$ cat src/rtl/alu_mul_seq.sv
// Iterative unsigned shift-add multiplier that borrows the shared ALU for REG_WIDTH add steps.
// Optional: define ALU_MUL_ZERO_BYPASS_EN to finish zero-operand requests without running the ALU.
module alu_mul_seq #(
  parameter int unsigned REG_WIDTH = 32,
  parameter int unsigned CNT_WIDTH = $clog2(REG_WIDTH) + 1
) (
  input  logic                 clk,
  input  logic                 reset_b,
  input  logic                 start,
  input  logic [REG_WIDTH-1:0] op_a,
  input  logic [REG_WIDTH-1:0] op_b,
  output logic                 busy,
  output logic                 done,
  output logic [REG_WIDTH-1:0] prod_hi,
  output logic [REG_WIDTH-1:0] prod_lo,
  output logic [REG_WIDTH-1:0] alu_in1,
  output logic [REG_WIDTH-1:0] alu_in2,
  output logic [3:0]           alu_control,
  input  logic [REG_WIDTH-1:0] alu_result
);

  typedef enum logic [1:0] {
    StIdle = 2'd0,
    StRun  = 2'd1,
    StDone = 2'd2
  } state_t;

  localparam logic [3:0]           AluAdd  = 4'b0010;
  localparam logic [3:0]           AluNop  = 4'b0000;
  localparam logic [CNT_WIDTH-1:0] LastCnt = CNT_WIDTH'(REG_WIDTH - 1);

  state_t               r_state, w_state_d;
  logic [REG_WIDTH-1:0] r_mcand, w_mcand_d;
  logic [REG_WIDTH-1:0] r_acc, w_acc_d;
  logic [REG_WIDTH-1:0] r_mplr, w_mplr_d;
  logic [REG_WIDTH-1:0] r_prod_hi, w_prod_hi_d;
  logic [REG_WIDTH-1:0] r_prod_lo, w_prod_lo_d;
  logic [CNT_WIDTH-1:0] r_cnt, w_cnt_d;
  logic                 w_carry;

  always_comb begin
    alu_control = AluNop;
    alu_in1     = '0;
    alu_in2     = '0;
    if (r_state == StRun) begin
      alu_control = AluAdd;
      alu_in1     = r_acc;
      alu_in2     = r_mplr[0] ? r_mcand : '0;
    end
  end

  // The ALU add wraps at REG_WIDTH bits; a wrapped sum is smaller than its first operand.
  assign w_carry = (alu_result < alu_in1);

  always_comb begin
    w_state_d   = r_state;
    w_mcand_d   = r_mcand;
    w_acc_d     = r_acc;
    w_mplr_d    = r_mplr;
    w_cnt_d     = r_cnt;
    w_prod_hi_d = r_prod_hi;
    w_prod_lo_d = r_prod_lo;
    unique case (r_state)
      StIdle: begin
        if (start) begin
          w_mcand_d = op_a;
          w_mplr_d  = op_b;
          w_acc_d   = '0;
          w_cnt_d   = '0;
          w_state_d = StRun;
`ifdef ALU_MUL_ZERO_BYPASS_EN
          if ((op_a == '0) || (op_b == '0)) begin
            w_mcand_d   = '0;
            w_mplr_d    = '0;
            w_prod_hi_d = '0;
            w_prod_lo_d = '0;
            w_state_d   = StDone;
          end
`endif
        end
      end
      StRun: begin
        w_acc_d  = {w_carry, alu_result[REG_WIDTH-1:1]};
        w_mplr_d = {alu_result[0], r_mplr[REG_WIDTH-1:1]};
        if (r_cnt == LastCnt) begin
          // Product is loaded on the edge entering DONE so it is valid alongside the done pulse.
          w_prod_hi_d = w_acc_d;
          w_prod_lo_d = w_mplr_d;
          w_state_d   = StDone;
        end else begin
          w_cnt_d = r_cnt + CNT_WIDTH'(1);
        end
      end
      StDone:  w_state_d = StIdle;
      default: w_state_d = StIdle;
    endcase
  end

  always_ff @(posedge clk or negedge reset_b) begin
    if (!reset_b) begin
      r_state   <= StIdle;
      r_mcand   <= '0;
      r_acc     <= '0;
      r_mplr    <= '0;
      r_cnt     <= '0;
      r_prod_hi <= '0;
      r_prod_lo <= '0;
    end else begin
      r_state   <= w_state_d;
      r_mcand   <= w_mcand_d;
      r_acc     <= w_acc_d;
      r_mplr    <= w_mplr_d;
      r_cnt     <= w_cnt_d;
      r_prod_hi <= w_prod_hi_d;
      r_prod_lo <= w_prod_lo_d;
    end
  end

  assign busy    = (r_state != StIdle);
  assign done    = (r_state == StDone);
  assign prod_hi = r_prod_hi;
  assign prod_lo = r_prod_lo;

endmodule

$ cat config.mk
export PLATFORM = sky130hd
export DESIGN_NAME = alu_mul_seq
export DESIGN_NICKNAME = d
export VERILOG_FILES = /design/src/rtl/alu_mul_seq.sv
export SDC_FILE = /design/constraint.sdc
export NUM_CORES = 1
export LEC_CHECK = 0
export ABC_AREA = 1
export BUFFER_PORTS_ARGS = -buffer_cell sky130_fd_sc_hd__buf_2
export CAP_MARGIN = 40
export CORE_ASPECT_RATIO = 1.1
export CORE_MARGIN = 4
export CORE_UTILIZATION = 56
export DETAILED_ROUTE_END_ITERATION = 10
export GPL_TIMING_DRIVEN = 0
export PLACE_DENSITY = 0.86
export SETUP_SLACK_MARGIN = 0.5
export SKIP_CTS_REPAIR_TIMING = 1
export SLEW_MARGIN = 10
export SYNTH_ARGS = -nofsm -noshare
export SYNTH_HDL_FRONTEND = slang
export SYNTH_SLANG_ARGS = --single-unit
$ cat constraint.sdc
create_clock -name clk -period 3.1 [get_ports clk]
set_input_delay 0.155 -clock clk [delete_from_list [all_inputs] [get_ports clk]]
set_output_delay 0.155 -clock clk [all_outputs]
set_load 0.05 [all_outputs]
After elaboration in Yosys (flattened, before gate mapping)
Cells that the tools add are included.
{"block": "op_classes", "add_sub_neg": 1, "order_cmp": 1, "n_eq_ne": 6, "muxes": 14, "reduce_logical": 8}
{"op": "32-bit two-way mux", "count": 5}
{"op": "32-bit case mux with 2 select lines", "count": 2}
{"op": "32-bit < comparator", "count": 1}
{"op": "6-bit two-way mux", "count": 2}
{"op": "6-bit case mux with 2 select lines", "count": 1}
{"op": "2-bit AND reduction", "count": 4}
{"op": "6-bit by 1-bit adder with 6-bit output (second input constant)", "count": 1}
{"op": "6-bit by 5-bit == test with 1-bit output (second input constant)", "count": 1}
{"op": "2-bit two-way mux", "count": 3}
{"op": "2-bit != test (second input constant)", "count": 2}
{"op": "2-bit case mux with 2 select lines", "count": 1}
{"op": "2-bit nonzero test", "count": 2}
{"op": "3-bit AND reduction", "count": 1}
{"op": "2-bit by 1-bit == test with 1-bit output (second input constant)", "count": 1}
{"op": "2-bit == test (second input constant)", "count": 1}
{"op": "2-bit logical NOT", "count": 1}
{"op": "2-bit by 1-bit != test with 1-bit output (second input constant)", "count": 1}
{"block": "totals", "ff_bits": 168, "inputBits": 99, "out_inout_bits": 134}

Longest topological paths before layout
Gate-level depths: netlist of run 1.
{"block": "depth", "depth_word": 4, "depth_mapped": 18, "mapped_depth_nobuf": 17}

Least setup slack after synthesis of run 1
OpenSTA, ideal clock, no wires.
{"block": "synth_path", "path_type": "reg2reg", "start": "reg r_state[1]", "end": "reg r_acc[31]", "setup_time_ns": 0.068, "arrival_ns": 2.750, "t_required_ns": 3.032, "path_slack_ns": 0.282, "stages_incl_launch_ff": 16, "n_path_buf": 1, "period_less_slack_ns": 2.818, "path_cell_list": "dfrtp_1 nor2_8 inv_2 clkbuf_1 nor2_1 inv_1 ha_1 a21oi_1 nor2_1 a211oi_1 nand2_1 nand2_1 nand2_1 nand2_1 nand3_1 nand2_1"}
{"block": "synth_via", "elab_chain_len": 4, "elab_cells_between_ends": 8, "classes_between": "order compare (1); eq/ne (2); mux (2); reduce/logical (3)"}
{"element": "start: declaration", "line": "32", "text": "state_t r_state, w_state_d;"}
{"element": "start signal: assignment", "line": "101", "text": "r_state <= StIdle;"}
{"element": "start signal: assignment", "line": "109", "text": "r_state <= w_state_d;"}
{"element": "2-bit by 1-bit == test with 1-bit output", "line": "45", "text": "if (r_state == StRun) begin"}
{"element": "32-bit two-way mux", "line": "45"}
{"element": "net alu_in1[5]", "line": "16", "text": "output logic [REG_WIDTH-1:0] alu_in1,"}
{"element": "32-bit < comparator", "line": "53", "text": "assign w_carry = (alu_result < alu_in1);"}
{"element": "32-bit case mux with 2 select lines", "line": "63", "text": "unique case (r_state)"}
{"element": "end signal: assignment", "line": "111", "text": "r_acc <= w_acc_d;"}
{"element": "end: declaration", "line": "34", "text": "logic [REG_WIDTH-1:0] r_acc, w_acc_d;"}
The timed path passes the listed nets, and every way through them passes these cells.
A chain may end at the register's enable or synchronous reset.

Worst setup path after layout of run 1
{"block": "layout_path", "start": "reg r_state[0]", "end": "reg r_acc[31]"}
{"block": "layout_via", "elab_chain_len": 4, "elab_cells_between_ends": 8, "classes_between": "order compare (1); eq/ne (2); mux (2); reduce/logical (3)"}
{"element": "2-bit by 1-bit == test with 1-bit output", "line": "45, 63"}
{"element": "32-bit two-way mux", "line": "45"}
{"element": "32-bit < comparator", "line": "53"}
{"element": "32-bit case mux with 2 select lines", "line": "63"}
Parallel ways exist; a longest one is shown, timed or not.

==> results.cfg, run 1 <==
[die]
die_area_sq_um = 15960
rows = 45
start_util_pct = 57.06
die_x_microns = 120.8
die_h_microns = 132.1
pin_count = 233
fp.coreArea_sq_um = 13740

[final_layout]
final_nets = 1336
syn2layout_area_growth_pct = 33.34
fin_cells = 1406
drive_gt1_share_pct = 28.08
antenna_cells = 0
seq_area_sq_um = 4204
fillers = 968
multiInputGateArea_sq_um = 3045

[power_and_ir_drop]
p_int_mw = 6.425
switching_share_pct = 52.00
vdd.ir_drop.worst_uv = 708.2
power.density_nw_per_um2 = 1281
total_power_mw = 13.38
pwr-share-seq_pct = 27.3
comb_power_share_pct = 56.2
p_sw_mw = 6.959
leakage_nw = 5.643
clkPwrFrac_pct = 16.5

[critical_path]
critical_path.endpoint_type = flop
r2r_setup_slack_ns = 0.74
startpoint_type = flop
cp_data_required_time_ns = 3.46
cp_max_fo = 10
crit_type = flop to flop
arrival_ns = 2.72

[timing]
max_freq_mhz = 424.5
hold_slack_ns = -0.002438
fin_crit_sh_pct = 75.98
skew_ns = 0.009384
setup-tns-final_ns = 0
final_max_slew_viol_count = 0
rsz0062_at_grt = no
period_minus_slack_ns = 2.356
hold_viol = 1
relSlewSlack_pct = 49.73
setup_viol = 0
worst_pin_slew_ns = 0.7540

[logic_synthesis]
synth_seq_cells = 168
synth_edf_count = 0
async_flop_share_pct = 100.0
synthCells = 917
ys_types = 34
yosysMostFrequentCell = nand2_1
netlist.area_leader.share_pct = 53.63
syn-cell-area_sq_um = 7839
yosys.area.top_type = dfrtp_1
synth_ff_type = dfrtp_1
syn_area_per_cell_sq_um = 8.548
yosys_warnings = 0
synthTopCellsByArea = dfrtp_1 (54%), nand2_1 (12%), inv_1 (6.6%)
synth_common_cells = nand2_1 (243), dfrtp_1 (168), inv_1 (137), nor2_1 (70), o21ai_0 (50)
seq_area_frac_synth_pct = 53.63

[clock_tree]
clk_pin_slew_ns = 0.06
ctsHtreeMaxLevel = 4
cts-root-buf = clkbuf_16
clockBufferDepth = 2
cts_tree = yes
cts_sinks = 168
insertion_delay_ns = 0.43
cts_buffers = 17

[route]
vias = 7375
drt_pass1_iterations = 5
drc = 0
avgViaCountPerCell = 5.245
route.final.wire_length_microns = 22230
drt-initial-drc-count = 548
drtAntennaViolNets = 0
post_drt_wl_per_cell_microns = 15.81

[grt]
grt_pass1_vias = 6978
track_usage_pct = 26.76
overflow = 0
grt_max_degree = 104
antenna_found_initial = 0
grt_pass1_wl_microns = 34000

[run_status]
status = finished, violations left
failed_checks = negative hold slack

[job]
drv_cap = 0

[placed_design]
hpwl_microns = 15470
finalWeightedCongestion = 0.8526
port-buffer-count = 229
placed_cells_incl_taps = 1337

[min_path]
hold_class = input pin to flop
[final cells by class]
class / instances / area share [%]
Sequential cell: 168 / 40.22
Multi-Input combinational cell: 557 / 29.14
Timing Repair Buffer: 267 / 14.84
Inverter: 142 / 5.099
Clock buffer: 19 / 4.238
Buffer: 52 / 2.598
Tap cell: 188 / 2.250
Clock inverter: 13 / 1.616
[placed cells by master (no fill, tap or decap), drive strengths merged]
cell         netlist  routed
a211oi             1       1
a21oi             19      19
a221oi            15      15
a31oi              1       1
buf               28     261
bufinv             0       3
clkbuf            24      41
clkinv             0       2
clkinvlp           0       4
conb               1       3
dfrtp            168     168
dlygate4sd3        0      36
ha                32      32
inv              142     146
nand2            245     245
nand3              6       6
nand4              2       2
nor2              74      74
nor3              17      17
nor4               1       1
o211ai            17      17
o21a               1       1
o21ai             87      87
o21bai             1       1
o22ai             33      33
xnor2              1       1
xor2               1       1
[routing by layer]
metal,vias up,GRT usage [%],wire length (microns)
met2,284,44.61,11120
met5,-,0,0
met1,3552,34.04,9121
li1,3499,-,-
met3,40,6.524,1507
met4,0,9.635,480
[critical path: stages (launching register included)]
cell and delay, ns:
dfrtp_1 0.42, inv_2 0.09, nor2_8 0.12, inv_2 0.08, buf_4 0.24, nor2_4 0.13, inv_1 0.06, ha_1 0.31
a21oi_1 0.15, o21ai_0 0.14, nand2_1 0.08, o211ai_1 0.09, a31oi_2 0.21, nand3_1 0.10, nand2_1 0.07
[flip-flops by register name, indices dropped and copies added (netlist names)]
| name | flops |
|---|---|
| prod_hi | 32 |
| prod_lo | 32 |
| r_acc | 32 |
| r_mcand | 32 |
| r_mplr | 32 |
| r_cnt | 6 |
| r_state | 2 |
[cell families after synthesis]
logic type               after synthesis  synth area share, %
buffers and inverters                194                10.14
adder cells (fa/ha/maj)               32                5.108
flip-flops                           168                53.63
AND/OR/NAND/NOR                      345                17.59
XOR/XNOR                               2               0.2235
other                                  1              0.04784
AO/OA/AOI/OAI                        175                13.26
[power groups by stage]
| stage | registers [mW] | logic [mW] | clock network, mW |
|---|---|---|---|
| finish | 3.65 | 7.53 | 2.21 |
| global route | 3.75 | 8.10 | 2.32 |
| CTS | 3.63 | 7.44 | 2.22 |
| detailed placement | 3.65 | 7.38 | 0 |
| global placement | 3.63 | 7.21 | 0 |
| floorplan | 4.98 | 4.28 | 0 |
[worst paths after layout]
path / start / cells past startpoint / endpoint
worst max-delay path: r_state[0] / 14 / r_acc[31]
worst min-delay path: op_b[1] / 3 / r_mplr[1]
worst max register to register: r_state[0] / 14 / r_acc[31]
worst min register to register: prod_lo[7] / 2 / prod_lo[7]
max in group asynchronous: reset_b / 3 / r_acc[5]
min in group asynchronous: reset_b / 2 / r_mplr[13]
[per-stage QoR]
| stage | setup WS (ns) | area [sq um] | util, % |
|---|---|---|---|
| floorplan | 0.5009 | 8029 | - |
| global placement | -0.7059 | 9410 | 68.50 |
| detailed placement | 0.3427 | 9448 | 68.77 |
| CTS | 0.2609 | 10060 | 73.22 |
| global route | 0.5113 | 10450 | 76.08 |
| finish | 0.7445 | 10450 | 76.08 |
No activity file was read; power rests on OpenSTA's default activity.
==> run 2, diff against run 1 <==
Settings changed: CORE_UTILIZATION 56 to 47, PLACE_DENSITY 0.86 to 0.77.
Clock period 3.1 ns to 2.1 ns, I/O delays scaled along.
==> run 2 against run 1 <==
  * The run ends with negative hold slack, negative setup slack left
  * Sequential share of layout area down 7.9 points
  * Flip-flop and latch count unchanged
  * Maximum frequency fell by 3.3%
  * Clock power up 42%
  * Worst hold slack worse by 0.014 ns
  * Critical endpoint is now prod_hi[31]
  * Largest cell class unchanged
==> results.cfg, run 2 (same netlist as run 1, synthesis figures left out) <==
[clock_tree]
insertion_delay_ns = 0.43
clk_pin_slew_ns = 0.07
cts_sinks = 168
ctsHtreeMaxLevel = 4
cts-root-buf = clkbuf_16
cts_tree = yes
cts_buffers = 17
clockBufferDepth = 2

[placed_design]
port-buffer-count = 229
placed_cells_incl_taps = 1353
hpwl_microns = 16200
dpl-instance-area_sq_um = 9819
finalWeightedCongestion = 0.8323

[critical_path]
critical_path.endpoint_type = flop
crit_type = flop to flop
arrival_ns = 2.73
startpoint_type = flop
cp_data_required_time_ns = 2.40
cp_max_fo = 8

[timing]
rsz0062_at_grt = yes
setup-tns-final_ns = -0.6162
final_max_slew_viol_count = 0
setup_viol = 2
setup_ws_ns = -0.3355
hold_slack_ns = -0.01654
max_freq_mhz = 410.6
skew_ns = 0.008213
worst_pin_slew_ns = 0.5553
hold_viol = 4
fin_crit_sh_pct = 116.0
relSlewSlack_pct = 62.98
period_minus_slack_ns = 2.435

[power_and_ir_drop]
power.density_nw_per_um2 = 1812
leakage_nw = 6.433
vdd.ir_drop.worst_uv = 1116
total_power_mw = 23.54

[final_layout]
drive_gt1_share_pct = 44.80
syn2layout_area_growth_pct = 65.73
final_area_sq_um = 12990
fin_cells = 1502
final_nets = 1415
final_cell_mix = buf_2 (181), nand2_1 (176), dfrtp_1 (167), inv_1 (131), dlygate4sd3_1 (70)
final_common_cell = buf_2
fillers = 914

[job]
drv_cap = 0

[run_status]
failed_checks = negative hold slack, negative setup slack
status = finished, violations left

[route]
avgViaCountPerCell = 5.487
top_layer = met4
post_drt_wl_per_cell_microns = 19.76
dr_wl_met3_microns = 1817
drt-met1-wl_microns = 10720
route.final.wire_length_microns = 29670
drt-initial-drc-count = 614
drc = 0
wl_met2_microns = 15480
drtAntennaViolNets = 0
vias = 8242
drt_pass1_iterations = 5

[grt]
antenna_found_initial = 0
grt_max_degree = 107
overflow = 0
track_usage_pct = 23.14
grt_pass1_vias = 6963
grt_pass1_wl_microns = 34940

[die]
fp.coreArea_sq_um = 16370
rows = 49
start_util_pct = 47.89
pin_count = 233
die_x_microns = 131.1
die_h_microns = 143.4
die_area_sq_um = 18810

[min_path]
hold_class = input pin to flop
-- run 2: cell count changes in the layout (fill, tap and decap cells not counted), sizes merged --
cell,before,now
bufinv,3,2
clkinvlp,4,2
inv,146,142
buf,261,281
dlygate4sd3,36,70
clkbuf,41,73
diode,0,1
-- run 2: path summary, 6_finish.rpt --
path	startpoint	cells after the start	end	slack (ns)
worst min register to register	prod_lo[19]	2	prod_lo[19]	0.48
worst max register to register	r_state[0]	13	prod_hi[31]	-0.34
worst max-delay path	r_state[0]	13	prod_hi[31]	-0.34
min in group asynchronous	reset_b	2	r_mcand[24]	0.20
max in group asynchronous	reset_b	3	r_state[1]	0.98
worst min-delay path	alu_result[14]	3	prod_hi[13]	-0.02
-- run 2: stage by stage --
| stage | setup WS (ns) | util [%] | hold slack, ns |
|---|---|---|---|
| floorplan | -0.2115 | - | -0.1906 |
| global placement | -1.702 | 59.76 | 0.2983 |
| detailed placement | -0.2896 | 59.99 | 0.07490 |
| CTS | -0.3127 | 63.52 | -0.3818 |
| global route | -0.4467 | 79.35 | -0.01129 |
| finish | -0.3355 | 79.36 | -0.01654 |
-- run 2: cell type report --
cell class / instances / area (sq um) / area share (%)
Sequential cell: 168 / 4205 / 32.37
Multi-Input combinational cell: 557 / 4084 / 31.44
Timing Repair Buffer: 346 / 2783 / 21.42
Inverter: 142 / 550.5 / 4.238
Buffer: 52 / 533.0 / 4.103
Clock buffer: 26 / 489.2 / 3.766
Tap cell: 204 / 255.2 / 1.965
Clock inverter: 6 / 88.84 / 0.6838
Antenna cell: 1 / 2.502 / 0.01926
-- run 2: where the power goes --
part,total (mW),switching [mW],internal [mW],leakage (nW)
clock,3.14,1.29,1.85,0.275
sequential,5.64,0.926,4.71,1.94
combinational,14.8,9.80,4.96,4.22
total,23.5,12.0,11.5,6.43
-- run 2: metal layers --
layer / vias to the layer above / track usage [%]
li1: 3667 / -
met1: 4021 / 28.65
met2: 424 / 40.04
met3: 130 / 5.147
met4: 0 / 9.066
met5: - / 0
-- run 2: critical path: stages (launching register included) --
cell,delay (ns)
dfrtp_1,0.43
inv_2,0.09
nor2_8,0.13
inv_8,0.07
clkbuf_16,0.17
buf_12,0.15
nor2_4,0.11
inv_1,0.06
ha_1,0.31
nand4_1,0.20
nor4_4,0.33
nand2_4,0.11
nand3_2,0.08
nand2_1,0.08
==> run 3, diff against run 2 <==
Settings changed: CORE_UTILIZATION 47 to 41, PLACE_DENSITY 0.77 to 0.68.
==> run 3 against run 2 <==
  * The flow still finishes with violations (negative hold slack, negative setup slack)
  * Die area is 14% higher
  * Clock power is 8.3% higher
  * Worst hold slack hardly changed
  * Total power is 1.2% higher
  * Flip-flop and latch count stayed put
  * Final cell count is 3.7% higher
  * Critical endpoint unchanged
  * Largest power group unchanged
==> results.cfg, run 3 (same netlist as run 1, synthesis figures left out) <==
[route]
post_drt_wl_per_cell_microns = 17.11
drt_pass1_iterations = 4
drtAntennaViolNets = 0
avgViaCountPerCell = 5.017
route.final.wire_length_microns = 26670
drt-initial-drc-count = 450
drc = 0
vias = 7816

[min_path]
hold_class = input pin to flop
min-delay-start = alu_result[26]

[timing]
fin_crit_sh_pct = 109.1
worst_pin_slew_ns = 0.5953
max_freq_mhz = 436.5
relSlewSlack_pct = 60.31
setup_ws_ns = -0.1911
hold_viol = 2
rsz0062_at_grt = yes
skew_ns = 0.01585
final_max_slew_viol_count = 0
period_minus_slack_ns = 2.291
hold_slack_ns = -0.01628
setup_viol = 8
setup-tns-final_ns = -0.5178

[grt]
antenna_found_initial = 0
track_usage_pct = 20.39
grt_max_degree = 94
grt_pass1_vias = 6961
grt_pass1_wl_microns = 35630
overflow = 0

[job]
drv_cap = 0

[critical_path]
crit_type = flop to flop
arrival_ns = 2.59
crit_slowest_cell = dfrtp_2
startpoint_type = flop
cp_max_fo = 5
r2r_start = r_state[1]
setup.worst_path.start = r_state[1]
critical_path.endpoint_type = flop
cpPeakStageDelay_ns = 0.45
path_buf_inv = 3
crit_top_cell = nand2_1
path_cells = nor2_8 > inv_8 > clkbuf_16 > nor2_4 > inv_1 > ha_1 > nand2_1 > nor2_2 > nand2_1 > nor4_2 > nand2_2 > nand3_1 > nand2_1
cp_top_family = simple AND/OR/NAND/NOR gates
cp_data_required_time_ns = 2.40

[clock_tree]
cts_buffers = 17
clockBufferDepth = 2
clk_pin_slew_ns = 0.06
cts_sinks = 168
cts_tree = yes
ctsHtreeMaxLevel = 4
cts-root-buf = clkbuf_16
insertion_delay_ns = 0.43

[power_and_ir_drop]
vdd.ir_drop.worst_uv = 1152
leakage_nw = 6.600
power.density_nw_per_um2 = 1790

[run_status]
status = finished, violations left
failed_checks = negative hold slack, negative setup slack

[final_layout]
final_nets = 1433
utilization_pct = 71.49
final_cell_mix = nand2_1 (197), dfrtp_1 (167), buf_2 (166), inv_1 (137), dlygate4sd3_1 (77)
fillers = 1231
final_common_cell = nand2_1
antenna_cells = 0
final_area_sq_um = 13300
syn2layout_area_growth_pct = 69.71
drive_gt1_share_pct = 40.99

[die]
fp.coreArea_sq_um = 18610
die_area_sq_um = 21400
pin_count = 233
die_x_microns = 139.8
die_h_microns = 153.0
start_util_pct = 42.13
rows = 52

[placed_design]
hpwl_microns = 16390
dpl-instance-area_sq_um = 9868
finalWeightedCongestion = 0.8225
port-buffer-count = 229
## run 3: where the power goes
group / leakage, nW / total [mW] / internal [mW] / switching [mW]
registers: 1.94 / 5.53 / 4.71 / 0.819
clock network: 0.311 / 3.40 / 2.05 / 1.35
logic: 4.35 / 14.9 / 5.38 / 9.50
## run 3: path summary, 6_finish.rpt
| check | end | slack, ns | depth (start not counted) |
|---|---|---|---|
| setup / recovery | prod_hi[31] | -0.19 | 13 |
| hold / removal | prod_hi[25] | -0.02 | 3 |
| setup reg to reg | prod_hi[31] | -0.19 | 13 |
| hold reg to reg | r_mcand[20] | 0.48 | 2 |
| max in group asynchronous | r_state[1] | 0.95 | 3 |
| min in group asynchronous | r_mcand[30] | 0.23 | 2 |
## run 3: area by class of cell
type	count	area (sq um)	share of cell area [%]
sequential	168	4205	31.61
multi-input combinational	557	3801	28.57
timing repair buffer	363	3206	24.10
buffer	52	586.8	4.411
inverter	142	560.5	4.214
clock buffer	20	446.7	3.358
tap	243	304.0	2.286
clock inverter	12	186.4	1.401
timing repair inverter	1	6.256	0.04703
## run 3: metrics by stage
stage / std cells / setup slack [ns] / total power, mW / hold slack (ns)
6_report: 1558 / -0.1911 / 23.81 / -0.01628
4_1_cts: 1424 / -0.3162 / 20.46 / -0.3411
3_3_place_gp: 1391 / -1.802 / 16.81 / 0.2985
2_1_floorplan: 919 / -0.2115 / 14.33 / -0.1906
5_1_grt: 1558 / -0.3420 / 25.04 / -0.0003882
3_5_place_dp: 1392 / -0.2851 / 17.01 / 0.1184
## run 3: routing by layer
layer	routed length [microns]	part of all wire, %	GRT usage (%)
met1	10670	40	26.75
met2	13810	52	33.76
met3	1362	5.1	4.438
met4	826	3.1	6.599
met5	0	0	0
## run 3: tightest hold or removal path: cells and delay by family
family,cells,cell delay [ns]
compound gates,1,0.06
buf+inv,2,0.20
